<file path="config.mk">
export PLATFORM = sky130hd
export DESIGN_NAME = flash_dma_sched
export DESIGN_NICKNAME = d
export VERILOG_FILES = /design/src/rtl/flash_dma_sched.sv
export SDC_FILE = /design/constraint.sdc
export NUM_CORES = 1
export LEC_CHECK = 0
export ABC_CLOCK_PERIOD_IN_PS = 4550
export CAP_MARGIN = 20
export CORE_MARGIN = 5
export CORE_UTILIZATION = 55
export CTS_CLUSTER_DIAMETER = 200
export DETAILED_ROUTE_END_ITERATION = 8
export PLACE_DENSITY_LB_ADDON = 0.12
export SLEW_MARGIN = 20
export SYNTH_ARGS = -nofsm -noshare
export SYNTH_HDL_FRONTEND = slang
export SYNTH_SLANG_ARGS = --single-unit
</file>
<file path="constraint.sdc">
create_clock -name clk -period 4.55 [get_ports clk]
set_input_delay 0.91 -clock clk [delete_from_list [all_inputs] [get_ports clk]]
set_output_delay 0.91 -clock clk [all_outputs]
set_load 0.005 [all_outputs]
</file>
<file path="src/rtl/flash_dma_sched.sv">
// flash_dma_sched: claims the shared SPI master from the CPU, issues a flash
// READ (0x03 + 24-bit address) and streams len bytes into SRAM.
// Ports:
//   clk, rst                    - clock, synchronous active-high reset
//   start, flash_addr,
//   mem_base, len               - transfer request and its parameters
//   busy, done                  - transfer in progress / completion pulse
//   cpu_flash_cs_n, cpu_sd_cs_n,
//   cpu_spi_req, cpu_wait_n     - CPU side of the bus arbitration
//   dma_own, dma_flash_cs_n     - parent mux select and flash CS
//   spi_start, spi_tx,
//   spi_busy, spi_rx            - SPI master byte interface
//   mem_addr, mem_data,
//   mem_we, mem_wait            - SRAM write port
module flash_dma_sched #(
    parameter int MEMAW = 21,
    parameter int LENW  = 16
) (
    input  logic             clk,
    input  logic             rst,
    input  logic             start,
    input  logic [23:0]      flash_addr,
    input  logic [MEMAW-1:0] mem_base,
    input  logic [LENW-1:0]  len,
    output logic             busy,
    output logic             done,
    input  logic             cpu_flash_cs_n,
    input  logic             cpu_sd_cs_n,
    input  logic             cpu_spi_req,
    output logic             cpu_wait_n,
    output logic             dma_own,
    output logic             dma_flash_cs_n,
    output logic             spi_start,
    output logic [7:0]       spi_tx,
    input  logic             spi_busy,
    input  logic [7:0]       spi_rx,
    output logic [MEMAW-1:0] mem_addr,
    output logic [7:0]       mem_data,
    output logic             mem_we,
    input  logic             mem_wait
);

    typedef enum logic [3:0] {
        S_IDLE, S_ARB, S_CSLO, S_CMD, S_A2, S_A1,
        S_A0, S_RD, S_WR, S_CSHI, S_FIN
    } state_t;

    state_t           state;
    state_t           state_nx;
    logic [23:0]      addr_q;
    logic [MEMAW-1:0] base_q;
    logic [MEMAW-1:0] idx_q;
    logic [LENW-1:0]  rem_q;
    logic [7:0]       data_q;
    logic             sent_q;
    logic             byte_st;
    logic             byte_end;
    logic             bus_free;

    // sent_q marks that this byte state already issued its spi_start;
    // the byte is over once the master is seen idle afterwards.
    assign byte_st  = (state == S_CMD) || (state == S_A2) ||
                      (state == S_A1)  || (state == S_A0) ||
                      (state == S_RD);
    assign byte_end = sent_q & ~spi_busy;
    assign bus_free = cpu_flash_cs_n & cpu_sd_cs_n &
                      ~cpu_spi_req & ~spi_busy;

    always_ff @(posedge clk) begin
        if (rst) begin
            state <= S_IDLE;
        end else begin
            state <= state_nx;
        end
    end

    always_comb begin
        state_nx = state;
        spi_tx   = 8'hFF;
        unique case (state)
            S_IDLE: begin
                if (start) begin
                    state_nx = (len == '0) ? S_FIN : S_ARB;
                end
            end
            S_ARB: begin
                if (bus_free) begin
                    state_nx = S_CSLO;
                end
            end
            S_CSLO: state_nx = S_CMD;
            S_CMD: begin
                spi_tx = 8'h03;
                if (byte_end) state_nx = S_A2;
            end
            S_A2: begin
                spi_tx = addr_q[23:16];
                if (byte_end) state_nx = S_A1;
            end
            S_A1: begin
                spi_tx = addr_q[15:8];
                if (byte_end) state_nx = S_A0;
            end
            S_A0: begin
                spi_tx = addr_q[7:0];
                if (byte_end) state_nx = S_RD;
            end
            S_RD: begin
                if (byte_end) state_nx = S_WR;
            end
            S_WR: begin
                if (!mem_wait) begin
                    state_nx = (rem_q == LENW'(1)) ? S_CSHI : S_RD;
                end
            end
            S_CSHI: state_nx = S_FIN;
            S_FIN:  state_nx = S_IDLE;
            default: state_nx = S_IDLE;
        endcase
    end

    always_ff @(posedge clk) begin
        if (rst) begin
            addr_q <= '0;
            base_q <= '0;
            idx_q  <= '0;
            rem_q  <= '0;
            data_q <= '0;
            sent_q <= 1'b0;
        end else begin
            sent_q <= (state_nx != state) ? 1'b0 : (sent_q | spi_start);
            if (state == S_IDLE && start && len != '0) begin
                addr_q <= flash_addr;
                base_q <= mem_base;
                idx_q  <= '0;
                rem_q  <= len;
            end
            if (state == S_RD && byte_end) begin
                data_q <= spi_rx;
            end
            if (state == S_WR && !mem_wait) begin
                idx_q <= idx_q + MEMAW'(1);
                rem_q <= rem_q - LENW'(1);
            end
        end
    end

    assign spi_start      = byte_st & ~sent_q;
    assign busy           = (state != S_IDLE);
    assign done           = (state == S_FIN);
    assign dma_own        = busy && (state != S_ARB) && (state != S_FIN);
    assign dma_flash_cs_n = ~(dma_own && (state != S_CSHI));
    assign cpu_wait_n     = ~(dma_own & cpu_spi_req);
    assign mem_we         = (state == S_WR);
    assign mem_addr       = base_q + idx_q;
    assign mem_data       = data_q;

endmodule

</file>
==> metrics.cfg, run 1 <==
[timing]
min_period_over_period_pct=91.37
setup_slack_ps=392.7
finClkSkew_ps=10.23
hold_viol=0
timing.setup.tns_ps=0
tightest_slew_ps=916.4
fmax_mhz=240.5
fin_crit_ps=4157
slew_headroom_pct=38.64
final-setup-viol-count=0
rsz0062_at_grt=no
drv_slew=0

[floorplan]
core-area_sq_mm=0.009639
initial_utilization_pct=55.72
ioPinCount=121
die_area_sq_mm=0.01184
die_w_um=108.8
die_height_um=108.8
rows=36

[min_path]
hp-class=reg -> reg

[clock_tree]
cts_resized=0
clockRootBuffer=clkbuf_8
cts_max_path_buffers=2
clk_pin_slew_ps=100
tritoncts=built
post-cts-setup-buffers=0
htreeDepth=3
clk_latency_ps=360
postCtsHoldBufs=0
cts.sinks=95
cts_inserted_buffers=9

[detailed_routing]
routedWlPerCell_um=15.53
wl_met3_um=864
wl_met1_um=6320
wl_um=14390
met2WireLength_um=7047
drt_iter0_drc=228
viasPerCell=5.758
antenna_left=0
highest_layer=met4
routed-via-count=5338
first_pass_iters=5
drcViolationCount=0

[yosys]
synthFlopType=dfxtp_1
yosysMostFrequentCell=nand2_1
postSynthCellCount=692
synth_warnings=0
synth_top_cell_by_area=dfxtp_1
syn_area_per_cell_sq_um=7.762
netlist.area_leader.share_pct=35.41
syn_area_sq_mm=0.005371
synth_cell_types=59
synth_edf_count=0
synth_commonest_cells=133 x nand2_1, 95 x dfxtp_1, 91 x a21oi_1
ys_ff_latch=95
synthTopCellsByArea=dfxtp_1 35%, nand2_1 9.3%, a21oi_1 8.5%
ys_seq_area_share_pct=35.41
synth_fp_nets=793
synth-async-reset-ratio_pct=0

[finish]
layout.filler_cells=810
syn2layout_area_growth_pct=27.28
insertedDiodeCount=0
layout.nets=890
drive_gt1_share_pct=5.542
fin_cells=927

[critical_path]
crit_path_end_kind=primary output
cp_slowest_cell=clkdlybuf4s50_1
arrival_ps=3250
slowest_delay_ps=540
crit_path_start_kind=flip-flop
cp.required_ps=3640
criticalPathCategory=reg -> out
crit_path_max_fanout=5
cpMostUsedCell=a21o_1
path_cells=ha_1, inv_1, fa_1, nor2b_1, o2111ai_1, a21o_1, a21o_1, and4_1, a211oi_1, clkdlybuf4s50_1

[power]
pwr-share-clk_pct=32.7
pwr-share-comb_pct=16.8
p_int_w=0.001286
power_density_mw_per_mm2=262.4
seq_power_share_pct=50.4
p_sw_share_pct=28.31
net-switching-power_w=0.0005077
peakVddDrop_uv=191.7
leakage_nw=2.547

[placement]
place_inst=911
post-place-ws_ps=852.9
globalplace.congestion=0.8773
portBuffers=120
dpl.hpwl_um=10510

[flow_run]
drv_cap=0

[global_route]
grtUsageTotal_pct=24.23
grt_max_degree=66
grt_pass1_vias=5026
antenna_found_initial=0
overflow=0
grt_pass1_wl_um=23300

[status]
outcome=finished clean

## flip-flops by register name, indices dropped and copies added (netlist names)
signal	count
addr_q	24
base_q	21
rem_q	16
state	4
mem_data	8
idx_q	21
sent_q	1
## path summary, 6_finish.rpt
path	start	endpoint	slack, ps	depth (start not counted)
hold / removal	addr_q[7]$_SDFFE_PP0P_	addr_q[7]$_SDFFE_PP0P_	460	2
setup reg to reg	state[3]$_SDFF_PP0_	rem_q[15]$_SDFFE_PP0P_	1550	6
hold reg to reg	addr_q[7]$_SDFFE_PP0P_	addr_q[7]$_SDFFE_PP0P_	460	2
setup / recovery	idx_q[0]$_SDFFE_PP0P_	mem_addr[20]	390	10
## critical path, delay by kind of cell, from the launching register on
| family | cells | cell delay [ps] |
|---|---|---|
| compound gates | 4 | 880 |
| buf+inv | 2 | 600 |
| flops | 1 | 410 |
| fa+ha+maj | 2 | 620 |
| simple gates | 2 | 370 |
## through the flow
stage / cell area, sq um / hold WS [ps] / power (W) / util (%)
final: 6837 / 464.1 / 0.001794 / 70.92
after global routing: 6837 / 479.0 / 0.001877 / 70.92
after CTS: 6837 / 462.3 / 0.001806 / 70.92
after detailed placement: 6631 / 446.6 / 0.001224 / 68.80
after global placement: 6631 / 440.1 / 0.001215 / 68.80
after floorplan: 5371 / 432.9 / 0.001080 / -
## cell type report
type	count	area, sq um	share of cell area [%]
multi-input combinational	542	3269	47.82
clock inverter	7	81.33	1.190
inverter	16	60.06	0.8785
clock buffer	9	123.9	1.812
timing repair buffer	125	1234	18.05
sequential	95	1902	27.82
tap	133	166.4	2.434
## power by group through the flow
stage	Sequential (W)	Combinational, W	Clock [W]
6_report	0.000905	0.000302	0.000587
5_1_grt	0.000911	0.000333	0.000634
3_3_place_gp	0.000922	0.000293	0
4_1_cts	0.000905	0.000303	0.000599
3_5_place_dp	0.000923	0.000301	0
2_1_floorplan	0.000909	0.000171	0
## logic make-up (layout without fill, tap and decap cells)
logic type	Yosys count	in the layout	share of synthesized area [%]
muxes	19	19	3.657
adders and majority gates	24	24	5.730
and+or+nand+nor	289	289	26.04
AOI/OAI and AO/OA	188	188	21.52
DFF	95	95	35.41
xor gates and xnor gates	22	22	3.587
buffers and inverters	55	157	4.053
## layout by cell type (no fill, tap or decap), types with 9 or more instances in the layout
cell type / Yosys / layout
o211ai_1: 12 / 12
a22oi_1: 9 / 9
nor2_1: 45 / 45
mux2i_1: 14 / 14
nand2_1: 133 / 133
clkbuf_8: 0 / 9
o21ai_0: 20 / 20
clkdlybuf4s50_1: 0 / 119
nand4_1: 10 / 10
nor3_1: 13 / 13
ha_1: 23 / 23
nand2b_1: 9 / 9
or2_2: 9 / 9
nor4_1: 10 / 10
a21o_1: 10 / 10
dfxtp_1: 95 / 95
a21oi_1: 91 / 91
xnor2_1: 13 / 13
xor2_1: 9 / 9
or3_1: 9 / 9
inv_1: 16 / 16
nand3_1: 18 / 17
## per-layer routing
layer  vias up  track usage, %
met5         -               0
met4         0           6.853
met3        13           4.381
met2       153           41.00
met1      2496           31.64
li1       2676               -
Power figures use the tool's default switching activity.
==> run 2: changes to the inputs <==
--- a/config.mk
+++ b/config.mk
@@ -8,7 +8,8 @@
 export ABC_CLOCK_PERIOD_IN_PS = 4550
 export CAP_MARGIN = 20
 export CORE_MARGIN = 5
-export CORE_UTILIZATION = 55
+export CORE_UTILIZATION = 51
+export CTS_BUF_LIST = sky130_fd_sc_hd__clkbuf_16
 export CTS_CLUSTER_DIAMETER = 200
 export DETAILED_ROUTE_END_ITERATION = 8
 export PLACE_DENSITY_LB_ADDON = 0.12
==> run 2 against run 1 <==
Sequential cell count unchanged. Global-route usage is 1.7 points lower. Maximum frequency up 0.90%. Clock-buffer cell count unchanged. Critical endpoint unchanged. Hold slack got worse by 12 ps. Setup slack gained 37 ps. Die area rose by 7.1%. First-iteration DRC count increased by 4.4%.
==> metrics.cfg, run 2 (synthesized netlist as in run 1, its figures left out) <==
[placement]
place_inst=915  ; +0.44%
dpl.hpwl_um=10330  ; -1.7%
portBuffers=120  ; unchanged
globalplace.congestion=0.8640  ; -1.5%

[critical_path]
crit_end=mem_addr[20]
crit_path_max_fanout=5  ; unchanged
cp.required_ps=3640  ; about the same
arrival_ps=3210  ; -40 ps
crit_path_end_kind=primary output
criticalPathCategory=reg -> out
crit_path_start_kind=flip-flop
reg2reg_depth=6  ; unchanged
reg2reg_from=state[0]$_SDFF_PP0_
rrSetupSlack_ps=1550  ; about the same
timing.rr.end=rem_q[1]$_SDFFE_PP0P_
startpoint=idx_q[0]$_SDFFE_PP0P_

[power]
power_density_mw_per_mm2=287.9  ; +9.7%
peakVddDrop_uv=192.1  ; +0.22%
power.total_w=0.001998  ; +11%
leakage_nw=2.604  ; +2.2%

[detailed_routing]
antenna_left=0  ; unchanged
routed-via-count=5315  ; -0.43%
drt_iter0_drc=238  ; +4.4%
viasPerCell=5.715  ; -0.75%
drcViolationCount=0  ; unchanged
wl_um=14320  ; -0.50%
first_pass_iters=5  ; unchanged
routedWlPerCell_um=15.40  ; -0.82%

[finish]
largest_reg_flops=24  ; unchanged
final_util_pct=67.54  ; -3.4 points
fin_cells=930  ; +0.32%
top_register=addr_q
final_common_cell=nand2_1
top_regs=addr_q: 24 flops, base_q: 21 flops, idx_q: 21 flops
syn2layout_area_growth_pct=29.23
multiInputGateArea_sq_mm=0.003264  ; -0.15%
layout.nets=891  ; +0.11%
drive_gt1_share_pct=5.038  ; -0.50 points
layout.filler_cells=892  ; +10%
final_cell_mix=133 x nand2_1, 119 x clkdlybuf4s50_1, 95 x dfxtp_1
insertedDiodeCount=0  ; unchanged
regArea_sq_mm=0.001902  ; unchanged

[timing]
finClkSkew_ps=6.919  ; -3.311 ps
drv_slew=0  ; unchanged
min_period_over_period_pct=90.55  ; -0.81 points
fin_crit_ps=4120  ; -37.07 ps
holdWs_ps=452.2  ; -11.89 ps
slew_headroom_pct=38.04  ; -0.60 points
timing.setup.tns_ps=0  ; unchanged
fmax_mhz=242.7  ; +0.90%
hold_viol=0  ; unchanged
rsz0062_at_grt=no
tightest_slew_ps=928.1  ; +11.74 ps
final-setup-viol-count=0  ; unchanged

[clock_tree]
htreeDepth=3  ; unchanged
cts_inserted_buffers=9  ; unchanged
cts.sinks=95  ; unchanged
clk_latency_ps=350  ; about the same
post-cts-setup-buffers=0  ; unchanged
clk_pin_slew_ps=60  ; -40 ps
clockRootBuffer=clkbuf_16
postCtsHoldBufs=0  ; unchanged
cts_max_path_buffers=2  ; unchanged
tritoncts=built
cts_resized=0  ; unchanged

[global_route]
grt_pass1_vias=5171  ; +2.9%
grtUsageTotal_pct=22.54  ; -1.7 points
antenna_found_initial=0  ; unchanged
grt_max_degree=52  ; -21%
overflow=0  ; unchanged
grt_pass1_wl_um=24180  ; +3.8%

[floorplan]
die_w_um=112.6  ; +3.5%
die_area_sq_mm=0.01268  ; +7.1%
initial_utilization_pct=52.26  ; -3.5 points
core-area_sq_mm=0.01028  ; +6.6%
die_height_um=112.6  ; +3.5%
ioPinCount=121  ; unchanged
rows=37  ; +2.8%

[min_path]
hp-class=reg -> reg

[flow_run]
drv_cap=0  ; unchanged

[status]
outcome=finished clean

-- run 2: changes by cell type in the layout (fill, tap and decap cells not counted), sizes merged --
cell	before	now
buf	6	7
bufinv	1	2
clkinv	3	1
-- run 2: worst min path at each step --
stage          depth (start not counted)                      to              startpoint
6_report                               2  addr_q[6]$_SDFFE_PP0P_  addr_q[6]$_SDFFE_PP0P_
5_1_grt                                2  addr_q[4]$_SDFFE_PP0P_  addr_q[4]$_SDFFE_PP0P_
4_1_cts                                2  addr_q[6]$_SDFFE_PP0P_  addr_q[6]$_SDFFE_PP0P_
3_5_place_dp                           2  addr_q[6]$_SDFFE_PP0P_  addr_q[6]$_SDFFE_PP0P_
3_3_place_gp                           2  addr_q[6]$_SDFFE_PP0P_  addr_q[6]$_SDFFE_PP0P_
2_1_floorplan                          2  addr_q[8]$_SDFFE_PP0P_  addr_q[8]$_SDFFE_PP0P_
-- run 2: routing by layer --
metal	up-vias	track usage, %	wire, um
li1	2670	-	-
met1	2469	28.96	6307
met2	158	37.91	6983
met3	18	4.097	815
met4	0	7.853	214
met5	-	0	0
-- run 2: final cells by class --
cell class,count,area share (%)
Multi-Input combinational cell,542,47.03
Sequential cell,95,27.40
Timing Repair Buffer,126,17.88
Clock buffer,9,3.244
Tap cell,136,2.451
Clock inverter,6,1.136
Inverter,16,0.8652
-- run 2: stage by stage --
| step | area (sq um) | setup slack, ps |
|---|---|---|
| 6_report | 6942 | 429.8 |
| 5_1_grt | 6942 | 251.9 |
| 4_1_cts | 6942 | 416.4 |
| 3_5_place_dp | 6638 | 839.3 |
| 3_3_place_gp | 6638 | 918.3 |
| 2_1_floorplan | 5371 | 1589 |
-- run 2: power by group --
group | switching, W | leakage, nW | internal, W | total, W
Clock | 0.000319 | 0.152 | 0.000473 | 0.000792
Sequential | 0.0000336 | 0.775 | 0.000871 | 0.000904
Combinational | 0.000147 | 1.68 | 0.000155 | 0.000302
-- run 2: worst max-delay path, cell delays in order, from the launching register on --
cell,delay [ps]
dfxtp_1,410
ha_1,200
inv_1,60
fa_1,400
nor2b_1,180
o2111ai_1,160
a21o_1,270
a21o_1,220
and4_1,190
a211oi_1,230
clkdlybuf4s50_1,540
